===== src/rtl/ssd_scan_driver_pkg.sv =====
// Shared constants for the multiplexed 7-segment scan driver.
// Segment codes are active-low, ordered {g,f,e,d,c,b,a}.
package ssd_scan_driver_pkg;

    typedef logic [6:0] seg_t;

    localparam seg_t SEG_0    = 7'h40;
    localparam seg_t SEG_1    = 7'h79;
    localparam seg_t SEG_2    = 7'h24;
    localparam seg_t SEG_3    = 7'h30;
    localparam seg_t SEG_4    = 7'h19;
    localparam seg_t SEG_5    = 7'h12;
    localparam seg_t SEG_6    = 7'h02;
    localparam seg_t SEG_7    = 7'h78;
    localparam seg_t SEG_8    = 7'h00;
    localparam seg_t SEG_9    = 7'h10;
    localparam seg_t SEG_DASH = 7'h3F;
    localparam seg_t SEG_OFF  = 7'h7F;

    localparam logic AN_OFF = 1'b1;
    localparam logic DP_OFF = 1'b1;

endpackage


===== src/rtl/ssd_scan_driver_bcd_to_7seg.sv =====
// Combinational BCD nibble to active-low segment decoder.
// Codes outside 0..9 show a dash so corrupt digits are visible.
import ssd_scan_driver_pkg::*;

module bcd_to_7seg (
    input  logic [3:0] nib_i,
    output logic [6:0] seg_o
);

    always_comb begin
        seg_o = SEG_DASH;
        case (nib_i)
            4'd0:    seg_o = SEG_0;
            4'd1:    seg_o = SEG_1;
            4'd2:    seg_o = SEG_2;
            4'd3:    seg_o = SEG_3;
            4'd4:    seg_o = SEG_4;
            4'd5:    seg_o = SEG_5;
            4'd6:    seg_o = SEG_6;
            4'd7:    seg_o = SEG_7;
            4'd8:    seg_o = SEG_8;
            4'd9:    seg_o = SEG_9;
            default: seg_o = SEG_DASH;
        endcase
    end

endmodule


===== src/rtl/ssd_scan_driver.sv =====
// Time-multiplexed common-anode display driver with frame snapshot,
// leading-zero blanking and registered active-low outputs.
import ssd_scan_driver_pkg::*;

module ssd_scan_driver #(
    parameter int NUM_DIGITS  = 4,
    parameter int REFRESH_DIV = 100000
) (
    input  logic                    clk,
    input  logic                    rst,
    input  logic [4*NUM_DIGITS-1:0] digits,
    input  logic [NUM_DIGITS-1:0]   dp_in,
    input  logic                    blank_lz,
    output logic [NUM_DIGITS-1:0]   an,
    output logic [6:0]              seg,
    output logic                    dp,
    output logic                    frame_tick
);

    localparam int REF_W = (REFRESH_DIV > 2) ? $clog2(REFRESH_DIV) : 1;
    localparam int IDX_W = (NUM_DIGITS > 2) ? $clog2(NUM_DIGITS) : 1;
    localparam logic [REF_W-1:0] REF_LAST = REF_W'(REFRESH_DIV - 1);
    localparam logic [IDX_W-1:0] IDX_LAST = IDX_W'(NUM_DIGITS - 1);

    logic [REF_W-1:0]        ref_cnt_q, ref_cnt_d;
    logic [IDX_W-1:0]        idx_q, idx_d;
    logic [4*NUM_DIGITS-1:0] shadow_q, shadow_d;
    logic [NUM_DIGITS-1:0]   shadow_dp_q, shadow_dp_d;
    logic [NUM_DIGITS-1:0]   an_q, an_d;
    logic [6:0]              seg_q, seg_d;
    logic                    dp_q, dp_d;
    logic                    tick_q, tick_d;

    logic                    ref_wrap;
    logic                    frame_end;
    logic [3:0]              cur_nib;
    logic [6:0]              dec_seg;
    logic [NUM_DIGITS-1:0]   nz;
    logic                    upper_zero;

    bcd_to_7seg u_dec (
        .nib_i (cur_nib),
        .seg_o (dec_seg)
    );

    always_comb begin
        ref_wrap  = (ref_cnt_q == REF_LAST);
        frame_end = ref_wrap && (idx_q == IDX_LAST);
        ref_cnt_d = ref_wrap ? '0 : ref_cnt_q + REF_W'(1);
        idx_d     = idx_q;
        if (ref_wrap) begin
            idx_d = (idx_q == IDX_LAST) ? '0 : idx_q + IDX_W'(1);
        end
    end

    // Shadow copies are only refreshed at the frame boundary to avoid tearing.
    always_comb begin
        shadow_d    = shadow_q;
        shadow_dp_d = shadow_dp_q;
        if (frame_end) begin
            shadow_d    = digits;
            shadow_dp_d = dp_in;
        end
    end

    always_comb begin
        nz = '0;
        for (int i = 0; i < NUM_DIGITS; i++) begin
            nz[i] = |shadow_q[4*i +: 4];
        end
        upper_zero = 1'b1;
        for (int i = 0; i < NUM_DIGITS; i++) begin
            if (i >= int'(idx_q) && nz[i]) begin
                upper_zero = 1'b0;
            end
        end
    end

    assign cur_nib = shadow_q[{idx_q, 2'b00} +: 4];

    always_comb begin
        an_d   = ~(NUM_DIGITS'(1) << idx_q);
        seg_d  = dec_seg;
        dp_d   = ~shadow_dp_q[idx_q];
        tick_d = frame_end;
        if (blank_lz && (idx_q != '0) && upper_zero) begin
            seg_d = SEG_OFF;
        end
    end

    always_ff @(posedge clk) begin
        if (rst) begin
            ref_cnt_q   <= '0;
            idx_q       <= '0;
            shadow_q    <= '0;
            shadow_dp_q <= '0;
            an_q        <= {NUM_DIGITS{AN_OFF}};
            seg_q       <= SEG_OFF;
            dp_q        <= DP_OFF;
            tick_q      <= 1'b0;
        end else begin
            ref_cnt_q   <= ref_cnt_d;
            idx_q       <= idx_d;
            shadow_q    <= shadow_d;
            shadow_dp_q <= shadow_dp_d;
            an_q        <= an_d;
            seg_q       <= seg_d;
            dp_q        <= dp_d;
            tick_q      <= tick_d;
        end
    end

    assign an         = an_q;
    assign seg        = seg_q;
    assign dp         = dp_q;
    assign frame_tick = tick_q;

endmodule


===== config.mk =====
export PLATFORM = sky130hd
export DESIGN_NAME = ssd_scan_driver
export DESIGN_NICKNAME = d
export VERILOG_FILES = /design/src/rtl/ssd_scan_driver_pkg.sv /design/src/rtl/ssd_scan_driver_bcd_to_7seg.sv /design/src/rtl/ssd_scan_driver.sv
export SDC_FILE = /design/constraint.sdc
export NUM_CORES = 1
export LEC_CHECK = 0
export CAP_MARGIN = 10
export CORE_UTILIZATION = 54
export CTS_CLUSTER_DIAMETER = 80
export DETAILED_ROUTE_END_ITERATION = 8
export PLACE_DENSITY = 0.79
export RECOVER_POWER = 25
export REMOVE_ABC_BUFFERS = 1
export SLEW_MARGIN = 10
export SYNTH_ARGS = -nofsm -noshare
export SYNTH_HDL_FRONTEND = slang
export SYNTH_SLANG_ARGS = --single-unit

===== constraint.sdc =====
create_clock -name clk -period 2.15 [get_ports clk]
set_input_delay 0.3225 -clock clk [delete_from_list [all_inputs] [get_ports clk]]
set_output_delay 0.3225 -clock clk [all_outputs]
set_load 0.01 [all_outputs]

==> impl_results.md, run 1 <==
- Fraction of the cycle the final worst path needs: 0.911
- Flop-to-flop setup slack: approximately 190 ps
- Clock Skews: 7.09 ps
- Fill cell instance count of the final layout: 383
- Antenna violations before repair: 0
- Highest achievable clock rate: roughly 0.51 GHz
- Max-slew headroom at the worst pin: 0.396
- Most frequent cells in the layout: dfxtp_1, clkdlybuf4s50_1, nand2b_1, nor2_1, a21bo_2
- Final slew viol count: 0
- Leakage power: ~0.0011 µW
- Peak fanout along the critical path: 7
- Number of standard cells after synthesis: ~260
- Cell-by-cell listing of the critical path: inv_1 -> ha_1 -> or4b_2 -> nor3_1 -> a31oi_1 -> o21ai_0
- Classification of the worst setup path: reg2reg
- Crit-path slowest cell: or4b_2
- Number of distinct library cell variants in the gate-level netlist after synthesis: 43
- Via density per instance: about 5.6
- Pin count of the biggest net entering global routing: 30
- Total Die Area: between 5000 and 6000 µm²
- First-pass GRT wire length: a little under 8000 µm
- DRT Wirelength: 4600 µm
- Setup TNS: 0 ps
- Summed instance area of the synthesized netlist: roughly 2600 µm²
- Placed Cells incl. Taps: roughly 340
- Worst-margin pin slew: slightly above 900 ps
- Kind of end point of the critical path: flop
- Detailed router's first-iteration violation count: approximately 110
- Flip-flop cell with the highest count after synthesis: dfxtp_1
- TritonCTS Buffers: 5
- Wire length per cell: 13.3 µm
- Final antenna diode count: 0
- Post-synthesis share of cell area spent on full adders, half adders and majority gates: 0.0528
- RSZ-0062 raised after global routing: false
- Startpoint Class: flop
- Via count of the first global-routing pass: about 1700
- Stage delay of the slowest cell on the critical path: ~600 ps
- PD cells: 562 nW/µm²
- Number of synthesized flops with an enable pin: 0
- Dominant combinational cell family by area after synthesis: simple AND/OR/NAND/NOR gates
- Simple-gate portion of the synthesized area: 0.228
- Overall track demand over capacity in global routing: 0.195
- Initial core utilization: 0.579
- Synth Register Bits: between 50 and 60
- Path category of the worst min-delay check: reg2reg
- CTS root buffer: clkbuf_8
- Routed via count: between 1500 and 2000
- Multiplexer area fraction after synthesis: 0.0778
- Count of H-tree levels built during CTS: 2
- Clock insertion delay at the later pin of the skew report: about 310 ps
- Post-synth ARST share: 0
- Detailed-route DRC error count: 0
- Area occupied by multi-input gates: 1420 µm²
- Remaining antenna violation count: 0
- Share of cells above drive strength 1: 0.211
- Number of buffers added for setup after CTS: 0
- Final hold violation count: 0
- Area used by sequential logic in the layout: 1040 µm²
- Die Width: approximately 71 µm
- Final weighted congestion of routability-driven global placement: about 0.85
- Reg2Reg Launch Point: idx_q[0]$_SDFFE_PP0N_
- HPWL Detailed: roughly 3300 µm
- CTS clk-pin slew, worst paths: 90 ps
- Synthesis-to-layout area growth: 19.1%
- Result of the run: completed
- Capturing instance or port of the critical path: seg[6]$_SDFF_PP1_
- Count of boundary I/O pins: 36
- CTS tree: built
- Parity-gate share of the synthesized area counting xor and xnor cells: 0.0336
- # nets final: ~330
- Final core utilization: 0.689
- Setup-failing EPs final: 0
- Final Instance Count excl. Fillers: 346
- Drt first pass iters: 4
- Synth Area in Compound Gates: 0.153
- Grt ovf: 0
- Maximum ir drop on the vdd rail: 0.000645 V
- Average footprint of a synthesized cell: about 10 µm²
- Count of synthesis-stage warnings from yosys: 0
- CP Data Arrival Time: roughly 2200 ps
- Endpoint required time on the critical path: 2380 ps
- Total stage count of the critical path: 6
- Register-to-Register Path Depth: 6
- Max_cap viols: 0
- CP Buf/Inv Count: 1
- Min Tclk post-route: between 1500 and 2000 ps
- Worst flop-to-flop path endpoint: seg[6]$_SDFF_PP1_
- Number of clock sinks: 52
- Clk buf depth: 2
- Sequential share of the synthesized area: 0.399
- Most common cell after layout, fill and taps aside: dfxtp_1
- CP delay by family, top: simple AND/OR/NAND/NOR gates
- Std-Cell Rows: 24
- Critical Path Source: idx_q[0]$_SDFFE_PP0N_
- Die Y-Extent: ~71 µm
- Number of buffers added on ports: 35
- Total core area: between 4000 and 5000 µm²
## logic make-up (layout without fill, tap and decap cells)
kind of cell | count (synthesis) | after routing
multiplexers | 14 | 14
AND/OR/NAND/NOR | 91 | 91
XOR/XNOR | 10 | 10
AO/OA/AOI/OAI | 54 | 54
buffers and inverters | 27 | 62
flip-flops | 52 | 52
adder cells (fa/ha/maj) | 11 | 11
## power breakdown
part	internal, µW	switching [µW]	total [µW]
Clock	345	319	664
Sequential	974	5.26	979
Combinational	61.6	38.6	100
## metrics by stage
stage                     setup WS, ps  hold slack (ps)  power [µW]  area [µm²]
after global routing              43.0              500        1800        3100
after CTS                          103              462        1760        3110
after floorplan                   -243              385        1030        2490
after detailed placement           137              436        1110        3000
final                              190              456        1740        3100
after global placement             204              421        1110        3000
## flip-flops by register name (all words and copies together), names as in the netlist
signal	count
shadow_q	16
ref_cnt_q	17
frame_tick	1
dp	1
seg	7
an	4
shadow_dp_q	4
idx_q	2
## how the worst min path moves through the flow
stage,endpoint,slack [ps],startpoint,depth (start not counted)
3_3_place_gp,ref_cnt_q[0]$_SDFF_PP0_,420,ref_cnt_q[0]$_SDFF_PP0_,1
3_5_place_dp,ref_cnt_q[0]$_SDFF_PP0_,440,ref_cnt_q[0]$_SDFF_PP0_,1
4_1_cts,ref_cnt_q[0]$_SDFF_PP0_,460,ref_cnt_q[0]$_SDFF_PP0_,1
6_report,ref_cnt_q[0]$_SDFF_PP0_,460,ref_cnt_q[0]$_SDFF_PP0_,1
5_1_grt,ref_cnt_q[0]$_SDFF_PP0_,500,ref_cnt_q[0]$_SDFF_PP0_,1
2_1_floorplan,shadow_dp_q[0]$_SDFFE_PP0P_,380,rst,1
## metal layers
layer	vias to the layer above	GRT usage	share of wire
li1	974	-	-
met1	895	0.261	0.47
met2	48	0.304	0.47
met3	4	0.0520	0.049
met4	0	0.0741	0.0089
met5	-	0	0
## Yosys cell counts (2+ instances only)
cell type / number / area share
o31ai_1: 2 / 0.0058
inv_1: 9 / 0.013
nor2_1: 17 / 0.024
and3_1: 4 / 0.0096
buf_2: 3 / 0.0058
mux4_2: 5 / 0.043
nand2b_1: 18 / 0.043
dfxtp_1: 52 / 0.40
nor3_1: 2 / 0.0038
nand2_1: 6 / 0.0086
a21oi_2: 10 / 0.034
nand4_1: 7 / 0.017
nor4_4: 2 / 0.016
or3_1: 2 / 0.0048
buf_6: 3 / 0.013
mux2i_1: 9 / 0.035
xor2_1: 9 / 0.030
o21ai_0: 11 / 0.021
nand3_2: 10 / 0.038
ha_1: 11 / 0.053
buf_4: 2 / 0.0058
or4_1: 3 / 0.0086
and2_1: 3 / 0.0072
a21oi_1: 12 / 0.023
clkbuf_1: 9 / 0.013
a21bo_2: 14 / 0.054
nand3_1: 8 / 0.015
## what timing repair did
item                       CTS  global route
setup endpoints to repair    0             4
gates resized for setup      0             2
hold buffers                 0             0
## final cells by class
cell class | instances | area share
repair buffers | 45 | 0.139
multi-input cells | 180 | 0.458
clock buffers | 5 | 0.0222
inverters | 9 | 0.0109
well taps | 52 | 0.0210
flip-flops and latches | 52 | 0.336
clock inverters | 3 | 0.0137
Note: power is estimated with default switching activity, not from simulation.
==> inputs of run 2 (changes only) <==
--- a/config.mk
+++ b/config.mk
@@ -6,10 +6,12 @@
 export NUM_CORES = 1
 export LEC_CHECK = 0
 export CAP_MARGIN = 10
-export CORE_UTILIZATION = 54
+export CELL_PAD_IN_SITES_DETAIL_PLACEMENT = 1
+export CELL_PAD_IN_SITES_GLOBAL_PLACEMENT = 2
+export CORE_UTILIZATION = 34
 export CTS_CLUSTER_DIAMETER = 80
 export DETAILED_ROUTE_END_ITERATION = 8
-export PLACE_DENSITY = 0.79
+export PLACE_DENSITY = 0.78
 export RECOVER_POWER = 25
 export REMOVE_ABC_BUFFERS = 1
 export SLEW_MARGIN = 10
==> impl_results.md, run 2 (synthesized netlist as in run 1, its figures left out) <==
- Antenna violations before repair: 0 (unchanged)
- Std-Cell Rows: 31 (+29%)
- TritonCTS Buffers: 5 (unchanged)
- First-pass GRT wire length: 8690 µm (+12%)
- DRT Wirelength: 5360 µm (+17%)
- Internal Dissipation: 1450 µW (+5.0%)
- Max-slew headroom at the worst pin: 0.304 (-0.0920)
- Clock insertion delay at the later pin of the skew report: 300 ps (about the same)
- Grt ovf: 0 (unchanged)
- Classification of the worst setup path: reg2reg
- CP delay by family, top: simple AND/OR/NAND/NOR gates
- Reg2Reg Launch Point: ref_cnt_q[6]$_SDFF_PP0_
- Via count of the first global-routing pass: 1850 (+6.2%)
- Fill cell instance count of the final layout: 828 (+120%)
- CP Data Arrival Time: 2180 ps (about the same)
- Count of H-tree levels built during CTS: 2 (unchanged)
- PnR Total Power: 1820 µW (+4.2%)
- Detailed-route DRC error count: 0 (unchanged)
- Final Instance Count excl. Fillers: 394 (+14%)
- Crit-path slowest cell: or4b_4
- Peak fanout along the critical path: 8 (+1)
- Most common cell after layout, fill and taps aside: dfxtp_1
- Remaining antenna violation count: 0 (unchanged)
- Min Tclk post-route: 1980 ps (+24.1 ps)
- Via density per instance: 4.92 (-11%)
- Clock Skews: 12.0 ps (+4.95 ps)
- Total Die Area: 8020 µm² (+57%)
- Worst-margin pin slew: 1040 ps (+138 ps)
- Most frequent cells in the layout: dfxtp_1, clkdlybuf4s50_1, nand2b_1, nor2_1, a21bo_2
- Sequential group share of total power: 0.540 (-0.022)
- Placed Cells incl. Taps: 386 (+14%)
- Final hold violation count: 0 (unchanged)
- Leakage power: 0.00114 µW (+2.7%)
- Count of boundary I/O pins: 36 (unchanged)
- Fraction of the cycle the final worst path needs: 0.923 (+0.0112)
- Final slew viol count: 0 (unchanged)
- Initial core utilization: 0.356 (-0.223)
- Dpl cell area: 3080 µm² (+2.6%)
- Drt first pass iters: 4 (unchanged)
- Final core utilization: 0.437 (-0.252)
- Endpoint required time on the critical path: 2350 ps (-30 ps)
- Routed via count: 1938 (+0.88%)
- Number of clock sinks: 52 (unchanged)
- Detailed router's first-iteration violation count: 60 (-44%)
- Clk buf depth: 2 (unchanged)
- Synthesis-to-layout area growth: 22.9%
- CTS clk-pin slew, worst paths: 90 ps (about the same)
- CTS tree: built
- Final non-filler cell area: 3200 µm² (+3.2%)
- Register with the highest flop count: ref_cnt_q
- Total core area: 7330 µm² (+63%)
- # nets final: 328 (+0.31%)
- Startpoint Class: flop
- Result of the run: completed
- RSZ-0062 raised after global routing: false
- Stage delay of the slowest cell on the critical path: 570 ps (-30 ps)
- Critical Path Source: ref_cnt_q[6]$_SDFF_PP0_
- Pin count of the biggest net entering global routing: 32 (+6.7%)
- Switching share of power: 0.202 (-0.00647)
- Setup-failing EPs final: 0 (unchanged)
- Net switching power: 366 µW (+0.92%)
- Final antenna diode count: 0 (unchanged)
- Final weighted congestion of routability-driven global placement: 0.803 (-6.1%)
- CP Buf/Inv Count: 1 (unchanged)
- Source of the worst hold timing path: ref_cnt_q[0]$_SDFF_PP0_
- Maximum ir drop on the vdd rail: 0.000238 V (-63%)
- Path category of the worst min-delay check: reg2reg
- Count of hold-fix buffers inserted at cts: 0 (unchanged)
- Die Y-Extent: 89.6 µm (+25%)
- Number of flip-flops under the largest register name: 17 (unchanged)
- Max_cap viols: 0 (unchanged)
- Wire length per cell: 13.6 µm (+2.4%)
- HPWL Detailed: 3950 µm (+21%)
- Number of buffers added on ports: 35 (unchanged)
- Die Width: 89.6 µm (+25%)
- Share of cells above drive strength 1: 0.214 (+0.00267)
- Cell-by-cell listing of the critical path: or4b_4 -> nor4_4 -> or2_1 -> buf_4 -> nor2_1
- Clock power frac: 0.403 (+0.022)
- PD cells: 567 nW/µm² (+0.94%)
- Highest achievable clock rate: 0.504 GHz (-1.2%)
- Overall track demand over capacity in global routing: 0.142 (-0.0533)
- Combinational share of power: 0.058 (about the same)
- CTS root buffer: clkbuf_8
- Kind of end point of the critical path: flop
## run 2: layout make-up
cell class / count / area [µm²] / area share
clock buffers: 7 / 96.3 / 0.0301
well taps: 99 / 124 / 0.0387
clock inverters: 1 / 30.0 / 0.00938
inverters: 9 / 33.8 / 0.0106
repair buffers: 46 / 450 / 0.141
multi-input cells: 180 / 1430 / 0.445
flip-flops and latches: 52 / 1040 / 0.326
## run 2: path summary, 6_finish.rpt
path              depth (start not counted)                      end  slack [ps]
setup / recovery                          5  ref_cnt_q[3]$_SDFF_PP0_         170
hold / removal                            1  ref_cnt_q[0]$_SDFF_PP0_         440
setup reg to reg                          5  ref_cnt_q[3]$_SDFF_PP0_         170
hold reg to reg                           1  ref_cnt_q[0]$_SDFF_PP0_         440
## run 2: worst reg2reg max path, stage by stage, from the launching register on
cell	delay, ps
dfxtp_1	370
or4b_4	580
nor4_4	300
or2_1	390
buf_4	200
nor2_1	40
## run 2: what timing repair did
action / in CTS / in global routing
hold endpoints to repair: 0 / 0
setup buffers: 0 / 0
endpoints found under the setup margin: 0 / 7
gates resized for setup: 0 / 2
## run 2: power by group through the flow
stage                     combinational [µW]  clock [µW]  sequential (µW)
after floorplan                         24.0           0             1010
after global placement                   109           0             1000
after detailed placement                 110           0             1000
after CTS                                111         762              980
after global routing                     114         795              981
final                                    105         731              980
## run 2: stage by stage
stage	hold slack, ps	setup slack (ps)	setup TNS, ps
2_1_floorplan	385	-243	-3510
3_3_place_gp	426	160	0
3_5_place_dp	432	108	0
4_1_cts	446	61.5	0
5_1_grt	466	65.7	0
6_report	442	166	0
## run 2: per-layer routing
| layer | share of wire | vias up | global-route usage | wire [µm] |
|---|---|---|---|---|
| met3 | 0.031 | 6 | 0.0323 | 166 |
| met5 | 0 | - | 0 | 0 |
| met4 | 0.011 | 0 | 0.0390 | 59 |
| met2 | 0.46 | 33 | 0.221 | 2460 |
| li1 | - | 977 | - | - |
| met1 | 0.50 | 922 | 0.196 | 2680 |
==> inputs of run 3 (changes only) <==
--- a/config.mk
+++ b/config.mk
@@ -5,6 +5,7 @@
 export SDC_FILE = /design/constraint.sdc
 export NUM_CORES = 1
 export LEC_CHECK = 0
+export ABC_CLOCK_PERIOD_IN_PS = 2150
 export CAP_MARGIN = 10
 export CELL_PAD_IN_SITES_DETAIL_PLACEMENT = 1
 export CELL_PAD_IN_SITES_GLOBAL_PLACEMENT = 2
==> results of run 3 <==
Same layout as run 2: the final DEF is identical, and so are final timing and power.
